File: src/rtl/dataram_ctrl.sv
// Two-port round-robin sequencer in front of DATARAM. Bit operations are
// turned into byte-mode read-modify-write cycles on the bit-addressable area.
module dataram_ctrl #(
  parameter logic [7:0] BIT_BASE  = 8'h20,
  parameter logic [7:0] BIT_LIMIT = 8'h80
) (
  input  logic       clk,
  input  logic       rst,
  input  logic       c_req,
  input  logic [2:0] c_op,
  input  logic [7:0] c_addr,
  input  logic [7:0] c_wdata,
  input  logic       c_wbit,
  output logic       c_ack,
  output logic [7:0] c_rdata,
  output logic       c_rbit,
  output logic       c_err,
  input  logic       a_req,
  input  logic [2:0] a_op,
  input  logic [7:0] a_addr,
  input  logic [7:0] a_wdata,
  input  logic       a_wbit,
  output logic       a_ack,
  output logic [7:0] a_rdata,
  output logic       a_rbit,
  output logic       a_err,
  output logic       ram_CS,
  output logic       ram_RW,
  output logic       ram_Bb,
  output logic [7:0] ram_addr,
  output logic [7:0] ram_din,
  input  logic [7:0] ram_dout
);

  typedef enum logic [2:0] {S_IDLE, S_RD, S_CAP, S_WR, S_DONE} state_t;
  typedef enum logic [2:0] {
    OP_RDB   = 3'd0,
    OP_WRB   = 3'd1,
    OP_RDBIT = 3'd2,
    OP_SETB  = 3'd3,
    OP_CLRB  = 3'd4,
    OP_CPLB  = 3'd5,
    OP_MOVB  = 3'd6,
    OP_RSVD  = 3'd7
  } op_t;

  state_t     state, nxt;
  logic       gnt_a, prio_a;
  op_t        lop;
  logic       lbit, lwbit;
  logic [7:0] taddr, wbyte, old;
  logic [2:0] bidx;

  logic       any_req, pick_a, done_a, done_go;
  op_t        sop;
  logic [7:0] saddr, swdata;
  logic       swbit, s_isbit, s_rej;
  logic       nbit;
  logic [7:0] newbyte;
  logic [7:0] res_rdata;
  logic       res_rbit, res_err;

  // Request selection: on a tie the port not granted last wins.
  always_comb begin
    any_req = c_req | a_req;
    pick_a  = a_req & (~c_req | prio_a);
    sop     = op_t'(pick_a ? a_op : c_op);
    saddr   = pick_a ? a_addr  : c_addr;
    swdata  = pick_a ? a_wdata : c_wdata;
    swbit   = pick_a ? a_wbit  : c_wbit;
    s_isbit = sop inside {OP_RDBIT, OP_SETB, OP_CLRB, OP_CPLB, OP_MOVB};
    s_rej   = (sop == OP_RSVD) || (s_isbit && (saddr >= BIT_LIMIT));
  end

  always_comb begin
    nxt = state;
    case (state)
      S_IDLE: begin
        if (any_req) begin
          if (s_rej)                nxt = S_DONE;
          else if (sop == OP_WRB)   nxt = S_WR;
          else                      nxt = S_RD;
        end
      end
      S_RD:    nxt = S_CAP;
      S_CAP:   nxt = (lop == OP_RDB || lop == OP_RDBIT) ? S_DONE : S_WR;
      S_WR:    nxt = S_DONE;
      S_DONE:  nxt = S_IDLE;
      default: nxt = S_IDLE;
    endcase
  end

  always_comb begin
    case (lop)
      OP_SETB: nbit = 1'b1;
      OP_CLRB: nbit = 1'b0;
      OP_CPLB: nbit = ~ram_dout[bidx];
      default: nbit = lwbit;
    endcase
    newbyte       = ram_dout;
    newbyte[bidx] = nbit;
  end

  // Results are taken on the edge entering DONE; the source depends on the
  // state we leave (rejection from IDLE, read from CAP, RMW/WRB from WR).
  always_comb begin
    res_rdata = '0;
    res_rbit  = 1'b0;
    res_err   = 1'b0;
    case (state)
      S_IDLE: res_err = 1'b1;
      S_CAP: begin
        res_rdata = ram_dout;
        res_rbit  = lbit & ram_dout[bidx];
      end
      S_WR: begin
        res_rdata = old;
        res_rbit  = lbit & old[bidx];
      end
      default: ;
    endcase
    done_go = (nxt == S_DONE) && (state != S_DONE);
    done_a  = (state == S_IDLE) ? pick_a : gnt_a;
  end

  always_comb begin
    ram_CS   = ~((state == S_RD) || (state == S_WR));
    ram_RW   = (state != S_WR);
    ram_Bb   = 1'b1;
    ram_addr = ((state == S_RD) || (state == S_WR)) ? taddr : '0;
    ram_din  = (state == S_WR) ? wbyte : '0;
  end

  always_ff @(posedge clk or posedge rst) begin
    if (rst) begin
      state  <= S_IDLE;
      gnt_a  <= 1'b0;
      prio_a <= 1'b0;
      lop    <= OP_RDB;
      lbit   <= 1'b0;
      lwbit  <= 1'b0;
      taddr  <= '0;
      bidx   <= '0;
      wbyte  <= '0;
      old    <= '0;
    end else begin
      state <= nxt;
      if (state == S_IDLE && any_req) begin
        gnt_a  <= pick_a;
        prio_a <= ~pick_a;
        lop    <= sop;
        lbit   <= s_isbit;
        lwbit  <= swbit;
        taddr  <= s_isbit ? BIT_BASE + {4'b0000, saddr[6:3]} : saddr;
        bidx   <= saddr[2:0];
        wbyte  <= swdata;
        old    <= '0;
      end
      if (state == S_CAP) begin
        old   <= ram_dout;
        wbyte <= newbyte;
      end
    end
  end

  always_ff @(posedge clk or posedge rst) begin
    if (rst) begin
      c_ack   <= 1'b0;
      c_rdata <= '0;
      c_rbit  <= 1'b0;
      c_err   <= 1'b0;
      a_ack   <= 1'b0;
      a_rdata <= '0;
      a_rbit  <= 1'b0;
      a_err   <= 1'b0;
    end else begin
      c_ack <= done_go & ~done_a;
      a_ack <= done_go & done_a;
      if (done_go && !done_a) begin
        c_rdata <= res_rdata;
        c_rbit  <= res_rbit;
        c_err   <= res_err;
      end
      if (done_go && done_a) begin
        a_rdata <= res_rdata;
        a_rbit  <= res_rbit;
        a_err   <= res_err;
      end
    end
  end

endmodule

File: config.mk
export PLATFORM = sky130hd
export DESIGN_NAME = dataram_ctrl
export DESIGN_NICKNAME = d
export VERILOG_FILES = /design/src/rtl/dataram_ctrl.sv
export SDC_FILE = /design/constraint.sdc
export NUM_CORES = 1
export LEC_CHECK = 0
export ABC_AREA = 1
export CORE_UTILIZATION = 45
export DETAILED_ROUTE_END_ITERATION = 10
export PLACE_DENSITY = 0.85
export SLEW_MARGIN = 25
export SYNTH_ARGS = -nofsm -noshare
export SYNTH_HDL_FRONTEND = slang
export SYNTH_SLANG_ARGS = --single-unit
File: constraint.sdc
create_clock -name clk -period 2 [get_ports clk]
set_clock_uncertainty 0.05 [all_clocks]
set_input_delay 0.4 -clock clk [delete_from_list [all_inputs] [get_ports clk]]
set_output_delay 0.4 -clock clk [all_outputs]
set_load 0.03 [all_outputs]
==> impl_metrics.ini, run 1 <==
[logic_synthesis]
synth-warning-count = 0
ys_async_sr_fraction = 1.000
avgSynthCellArea_um2 = 7.328
syn-instance-count = 447
syn-cell-area_um2 = 3276
ys_seq_elements = 59
ys_seq_area_frac = 0.4507
synth.distinct_cells = 31
synth_ff_type = dfrtp_1
syn_nets = 499
synth-edff-count = 0

[setup_path]
worstPathArrival_ns = 1.51
cp_cell_sequence = nor2_2, nand2_2, buf_4, nor2_1, buf_4
worstPathRequired_ns = 1.55
critPathCaptureType = primary output
r2r_slack_ns = 0.15
cpMostUsedCell = buf_4
worstSetupPathType = register to primary output
crit_buf_inv = 2
path_max_fanout = 18
path_delay_family = flip-flops
r2r-start = state[1]
crit_slowest_cell = dfrtp_1
rr_endpoint = a_err
slowest_delay_ns = 0.43
startpoint_type = register
reg2regPathDepth = 8

[global_routing]
grt_pass1_vias = 3159
grt_overflow = 0
grt_max_degree = 60
grtUsageTotal = 0.2385
antenna_found_initial = 0
grt_pass1_wl_mm = 14.10

[sta]
worst_pin_slew_ns = 0.7851
min_period_ns = 1.963
finalSetupViolCount = 0
finalWorstSetupSlack_ns = 0.03692
max_clock_freq_mhz = 509.4
final_max_slew_viol_count = 0
hold_violations = 0
period_share = 0.9815
max_slew_margin = 0.4742

[routing]
drc = 0
drt-initial-drc-count = 220
viasPerCell = 5.196
avgRoutedWirePerCell_um = 13.29
finalWirelength_mm = 8.865
dr_total_vias = 3466
postRouteAntennaNets = 0
drt_first_pass_iters = 6

[clock_tree]
cts.root.buffer_cell = clkbuf_8
hold_buffers = 0
clkSinkCount = 59
cts.clk_slew.worst_paths_ns = 0.06
cts_max_path_buffers = 2
clk_latency_ns = 0.34
cts_inserted_buffers = 9
cts_htree_levels = 3
cts_tree = done

[pwr]
power.leakage_uw = 0.002369
power_uw = 6344
p_per_area_nw_per_um2 = 1360
irDropWorstVdd_mv = 0.6498

[floorplan]
fp.dieH_um = 87.32
fp.dieW_um = 87.32
start_util = 0.4743
pin_count = 93
std_cell_rows = 30
core-area_um2 = 6907
die_area_um2 = 7625

[placed_design]
place_congestion = 0.9082
hpwl_mm = 6.578
dp_slack_ns = -0.2861
numPortBuffers = 91
place_area_um2 = 4407

[final_layout]
nets = 619
fin_area_um2 = 4663
final_util = 0.6752
syn2layout_area_growth_pct = 42.36
antenna_cells = 0
final_layout_size_suffix_gt1_frac = 0.1594

[flow_run]
cap_violations = 0

[status]
status = finished, final reports clean

[hold_path]
min-delay-path-class = input pin to asynchronous set/reset pin
## report_power, final
group | leakage (uW) | total (uW) | internal, uW | switching [uW]
combinational | 0.00152 | 3380 | 1260 | 2120
sequential | 0.000753 | 1980 | 1660 | 319
clock | 0.0000953 | 986 | 540 | 446
## cells in the mapped netlist (6+ instances only)
master / count / area [um^2]
o21ai_0: 32 / 160.2
dfrtp_1: 59 / 1476
nor2_1: 34 / 127.6
nand4_1: 8 / 50.05
nand3_1: 29 / 145.1
nand2_2: 6 / 37.54
inv_1: 54 / 202.7
nand2_1: 142 / 533.0
nor3_1: 7 / 35.03
a21oi_1: 10 / 50.05
o22ai_1: 19 / 118.9
buf_2: 7 / 35.03
## worst register-to-register path: cells and delay by family, from the launching register on
family | cells | cell delay, ns
and+or+nand+nor | 5 | 0.53
AOI/OAI and AO/OA | 1 | 0.58
DFF | 1 | 0.39
buffers and inverters | 2 | 0.18
## how the worst max path moves through the flow
stage               startpoint    endpoint  slack, ns  depth (start not counted)
CTS                   state[1]  ram_din[4]       0.03                          6
global route          state[2]  ram_din[4]     -0.009                          5
global placement         a_req      c_rbit      -0.19                         12
detailed placement       a_req      c_rbit      -0.29                         12
floorplan             state[1]  ram_din[0]       0.05                          5
finish                state[2]  ram_din[6]       0.04                          5
## metrics by stage
stage               TNS [ns]  cells  hold WS (ns)
finish                     0    667        0.3904
global route        -0.01257    667        0.4225
CTS                        0    664        0.4006
detailed placement    -6.235    649        0.4121
global placement      -4.274    649        0.4069
floorplan                  0    447        0.4030
## layout make-up
class | instances | area, um^2
Tap cell | 96 | 120.1
Clock inverter | 2 | 10.01
Sequential cell | 59 | 1478
Clock buffer | 13 | 168.9
Inverter | 58 | 220.2
Multi-Input combinational cell | 312 | 1516
Timing Repair Buffer | 127 | 1150
Fill cell | 580 | 2243
## cell usage in the layout, fill, tap and decap left out, types with 4 or more instances in the layout
| cell | synthesis | layout |
|---|---|---|
| a21oi_1 | 10 | 10 |
| inv_1 | 54 | 53 |
| nand2_1 | 142 | 142 |
| o21ai_0 | 32 | 30 |
| inv_2 | 4 | 4 |
| o21a_1 | 4 | 4 |
| nand3_1 | 29 | 29 |
| o22ai_1 | 19 | 19 |
| nand4_1 | 8 | 8 |
| buf_4 | 4 | 52 |
| nor3_1 | 7 | 7 |
| clkbuf_8 | 0 | 12 |
| clkdlybuf4s50_1 | 0 | 73 |
| nor2_1 | 34 | 34 |
| dfrtp_1 | 59 | 58 |
## flip-flops by register name, summed over array words and instances, names as in the netlist
register  flops
a_err         1
taddr         8
bidx          3
a_ack         1
old           8
a_rdata       8
gnt_a         1
wbyte         8
prio_a        1
lop           3
c_ack         1
c_rbit        1
lbit          1
c_rdata       8
a_rbit        1
c_err         1
state         3
lwbit         1
## what timing repair did
item | CTS | global route
setup endpoints to repair | 2 | 30
setup buffers | 0 | 2
gates resized for setup | 2 | 10
pin swaps | 0 | 1
cloned | 0 | 1
## metal layers
layer  share of wire  GRT usage  wire [um]
met5               0          0          0
met4           0.015    0.08346        129
met3           0.060    0.04929        528
met2            0.49     0.3885       4365
met1            0.43     0.3150       3841
## kinds of logic (layout without fill, tap and decap cells)
| logic type | after synthesis | in the layout | synth area share |
|---|---|---|---|
| AO/OA/AOI/OAI | 72 | 72 | 0.1261 |
| buffers and inverters | 77 | 200 | 0.1047 |
| AND/OR/NAND/NOR | 235 | 236 | 0.3083 |
| multiplexers | 3 | 3 | 0.009168 |
| flip-flops | 59 | 59 | 0.4507 |
| other | 1 | 1 | 0.001145 |
No activity file was read; power rests on OpenSTA's default activity.
==> run 2, diff against run 1 <==
- GPL_ROUTABILITY_DRIVEN: default -> 0
- MAX_ROUTING_LAYER: default -> met4
==> impl_metrics.ini, run 2 (synthesis gave the netlist of run 1 again) <==
[final_layout]
register_area_um2 = 1480
multi_input_area_um2 = 1504
final_util = 0.6712
final_common_cell = nand2_1
fillers = 582
nets = 619
fin_area_um2 = 4636
final_layout_size_suffix_gt1_frac = 0.1611
antenna_cells = 0
final_cell_mix = nand2_1 (142), clkdlybuf4s50_1 (73), dfrtp_1 (56)
syn2layout_area_growth_pct = 41.52

[placed_design]
dp_slack_ns = -0.2699
numPortBuffers = 91
hpwl_mm = 6.481
place_area_um2 = 4407

[global_routing]
grt_pass1_vias = 3135
antenna_found_initial = 0
grt_pass1_wl_mm = 14.39
grt_max_degree = 60
grtUsageTotal = 0.2528
grt_overflow = 0

[routing]
dr_total_vias = 3405
drt-initial-drc-count = 301
finalWirelength_mm = 8.885
postRouteAntennaNets = 0
drc = 0
drt_first_pass_iters = 6
viasPerCell = 5.105
avgRoutedWirePerCell_um = 13.32

[setup_path]
reg2regPathDepth = 9
slowest_delay_ns = 0.44
crit_slowest_cell = dfrtp_2
r2r-start = state[1]
critPathCaptureType = primary output
cp_cell_sequence = inv_1, nor2_1, inv_2, buf_4, nor2_1, buf_4
path_max_fanout = 9
r2r_slack_ns = 0.09
startpoint_type = register
worstPathArrival_ns = 1.51
rr_endpoint = a_rdata[4]
startpoint = state[0]
worstSetupPathType = register to primary output
worstPathRequired_ns = 1.55

[floorplan]
fp.dieH_um = 87.32
std_cell_rows = 30
core-area_um2 = 6907
pin_count = 93
die_area_um2 = 7625
fp.dieW_um = 87.32
start_util = 0.4743

[clock_tree]
cts_inserted_buffers = 9
cts_tree = done
clk_latency_ns = 0.34
cts.root.buffer_cell = clkbuf_8
cts_htree_levels = 3
cts.clk_slew.worst_paths_ns = 0.07
cts_max_path_buffers = 2
clkSinkCount = 59

[pwr]
irDropWorstVdd_mv = 0.5932
p_per_area_nw_per_um2 = 1347
power.leakage_uw = 0.002370

[sta]
max_slew_margin = 0.4383
min_period_ns = 1.958
finalWorstSetupSlack_ns = 0.04249
hold_violations = 0
final_max_slew_viol_count = 0
max_clock_freq_mhz = 510.9
worst_pin_slew_ns = 0.8386
period_share = 0.9788
finalSetupViolCount = 0
tns_ns = 0

[status]
status = finished, final reports clean

[flow_run]
cap_violations = 0

[hold_path]
min-delay-path-class = input pin to asynchronous set/reset pin
run 2: cell types whose count changed in the layout (fill, tap and decap cells not counted), moves of 2 or more:
| cell | change |
|---|---|
| nand2_4 | +2 |
| clkbuf_8 | -2 |
| nand2_8 | -2 |
| dfrtp_1 | -2 |
| dfrtp_2 | +2 |
run 2: cell type report:
| cell class | count | area share |
|---|---|---|
| Inverter | 58 | 0.04696 |
| Sequential cell | 59 | 0.3193 |
| Clock buffer | 12 | 0.03131 |
| Multi-Input combinational cell | 312 | 0.3244 |
| Timing Repair Buffer | 127 | 0.2489 |
| Clock inverter | 3 | 0.003239 |
| Tap cell | 96 | 0.02591 |
run 2: worst max-delay path by stage:
stage,end,cells after the start
2_1_floorplan,ram_din[0],5
3_3_place_gp,c_rbit,12
3_5_place_dp,c_rbit,12
4_1_cts,ram_din[1],6
5_1_grt,ram_addr[7],6
6_report,ram_addr[5],6
run 2: critical path, delay by kind of cell, from the launching register on:
kind	cells	cell delay (ns)
buffers and inverters	4	0.47
DFF	1	0.44
and+or+nand+nor	2	0.26
run 2: routing by layer:
layer  vias up  track usage  share of wire
li1       1666            -              -
met3        34      0.04834          0.069
met1      1538       0.3150           0.41
met2       167       0.4070           0.49
met4         0      0.09687          0.025
met5         -            -              0
run 2: power by group:
part           switching (uW)  internal, uW  total [uW]  leakage (uW)
Combinational            2090          1250        3350       0.00153
Sequential                321          1660        1990      0.000751
Clock                     444           470         914     0.0000860
run 2: per-stage QoR:
step / cells / power, uW / hold slack [ns]
floorplan: 447 / 4110 / 0.4030
global placement: 649 / 5034 / 0.4078
detailed placement: 649 / 5158 / 0.4083
CTS: 664 / 6077 / 0.4100
global route: 667 / 6680 / 0.4254
finish: 667 / 6246 / 0.3927
run 2: what timing repair did:
item / 4_1_cts / 5_1_grt
hold buffers: 0 / 0
setup endpoints to repair: 1 / 33
gates cloned: 0 / 1
setup buffers: 0 / 2
resized for setup: 1 / 11
==> run 3, diff against run 2 <==
- clock period: 2 -> 2.3 ns (I/O delays scaled with it)
==> impl_metrics.ini, run 3 (synthesis gave the netlist of run 1 again) <==
[routing]
viasPerCell = 5.099
dr_total_vias = 3284
drc = 0
avgRoutedWirePerCell_um = 13.10
postRouteAntennaNets = 0
drt_first_pass_iters = 5
drt-initial-drc-count = 264
finalWirelength_mm = 8.439

[setup_path]
path_delay_family = buffers and inverters
slowest_delay_ns = 0.48
crit_buf_inv = 3
cp_cell_sequence = inv_1, nor2_1, inv_2, nor2_1, dlygate4sd2_1
worstSetupPathType = register to primary output
path_max_fanout = 10
r2r_slack_ns = 0.26
rr_endpoint = a_rdata[3]
startpoint_type = register
critPathCaptureType = primary output
worstPathRequired_ns = 1.79
cpMostUsedCell = nor2_1
worstPathArrival_ns = 1.65
crit_slowest_cell = dfrtp_1
r2r-start = state[1]
reg2regPathDepth = 9

[flow_run]
cap_violations = 0

[global_routing]
grt_max_degree = 60
grt_pass1_wl_mm = 14.16
grtUsageTotal = 0.2499
antenna_found_initial = 0
grt_pass1_vias = 3072
grt_overflow = 0

[clock_tree]
cts_tree = done
clk_latency_ns = 0.35
cts_max_path_buffers = 2
cts_htree_levels = 3
cts.root.buffer_cell = clkbuf_8
cts.clk_slew.worst_paths_ns = 0.07
clkSinkCount = 59
cts_inserted_buffers = 9
post_cts_buffers = 0

[final_layout]
final_layout_size_suffix_gt1_frac = 0.1077
final_common_cell = nand2_1
final_util = 0.6400
syn2layout_area_growth_pct = 34.95
antenna_cells = 0
nets = 597
final_cell_mix = nand2_1 (142), clkdlybuf4s50_1 (73), dfrtp_1 (59)

[hold_path]
hold_depth = 2
holdPathEnd = a_rdata[7]
min-delay-path-class = register to register
min_from = a_rdata[7]

[pwr]
irDropWorstVdd_mv = 0.5003
p_per_area_nw_per_um2 = 1169
power.leakage_uw = 0.002256

[floorplan]
fp.dieH_um = 87.32
start_util = 0.4743
core-area_um2 = 6907
fp.dieW_um = 87.32
pin_count = 93
std_cell_rows = 30
die_area_um2 = 7625

[sta]
final_max_slew_viol_count = 0
period_share = 0.9399
worst_pin_slew_ns = 0.5339
max_clock_freq_mhz = 462.6
min_period_ns = 2.162
hold_violations = 0
finalWorstSetupSlack_ns = 0.1382
max_slew_margin = 0.6417
finalSetupViolCount = 0
rsz0062_at_grt = no

[status]
status = finished, final reports clean

[placed_design]
hpwl_mm = 6.407
numPortBuffers = 91
dp_slack_ns = -0.1293
-- run 3: changes by cell type in the layout (fill, tap and decap cells not counted), sizes merged --
| cell | before | now |
|---|---|---|
| nand2 | 151 | 150 |
| dlygate4sd2 | 1 | 10 |
| clkbuf | 12 | 19 |
| buf | 53 | 15 |
-- run 3: how the worst max path moves through the flow --
stage,startpoint,end,slack [ns],cells past startpoint
CTS,state[1],ram_din[4],0.06,5
detailed placement,a_req,a_rbit,-0.13,12
finish,state[0],ram_addr[5],0.14,5
floorplan,state[1],ram_din[0],0.29,5
global route,state[0],ram_addr[6],0.02,5
global placement,a_req,a_rbit,0.04,12
-- run 3: metal layers --
| layer | GRT usage | vias to the layer above | share of wire |
|---|---|---|---|
| li1 | - | 1626 | - |
| met1 | 0.3142 | 1509 | 0.43 |
| met2 | 0.3828 | 121 | 0.48 |
| met3 | 0.04834 | 28 | 0.061 |
| met4 | 0.1297 | 0 | 0.027 |
| met5 | - | - | 0 |
-- run 3: cell type report --
type / count / area [um^2]
fillers: 642 / 2486
flip-flops and latches: 59 / 1476
multi-input cells: 311 / 1456
repair buffers: 106 / 983.4
inverters: 58 / 217.7
clock buffers: 11 / 151.4
well taps: 96 / 120.1
clock inverters: 3 / 15.01
-- run 3: worst reg2reg max path, stage by stage, from the launching register on --
cell,delay [ns]
dfrtp_1,0.44
inv_1,0.08
nor2_2,0.15
inv_1,0.09
nor2_4,0.15
inv_1,0.25
buf_4,0.28
o22ai_1,0.25
nand3_1,0.15
nand2_1,0.09
-- run 3: through the flow --
step	std cells	hold WS, ns	TNS, ns	total power [uW]	area (um^2)
after global routing	644	0.4405	0	5569	4420
final	644	0.4268	0	5166	4420
after CTS	644	0.4288	0	5175	4451
after floorplan	447	0.4030	0	3574	3276
after global placement	630	0.4051	0	4285	4307
after detailed placement	630	0.4135	-2.073	4393	4307
-- run 3: what timing repair did --
action,4_1_cts,5_1_grt
hold buffers,0,0
endpoints found under the setup margin,18,8
gates resized for setup,18,16
-- run 3: power by group --
group          switching [uW]  internal [uW]
Clock                     397            431
Sequential                261           1440
Combinational            1700            930
Total                    2360           2800
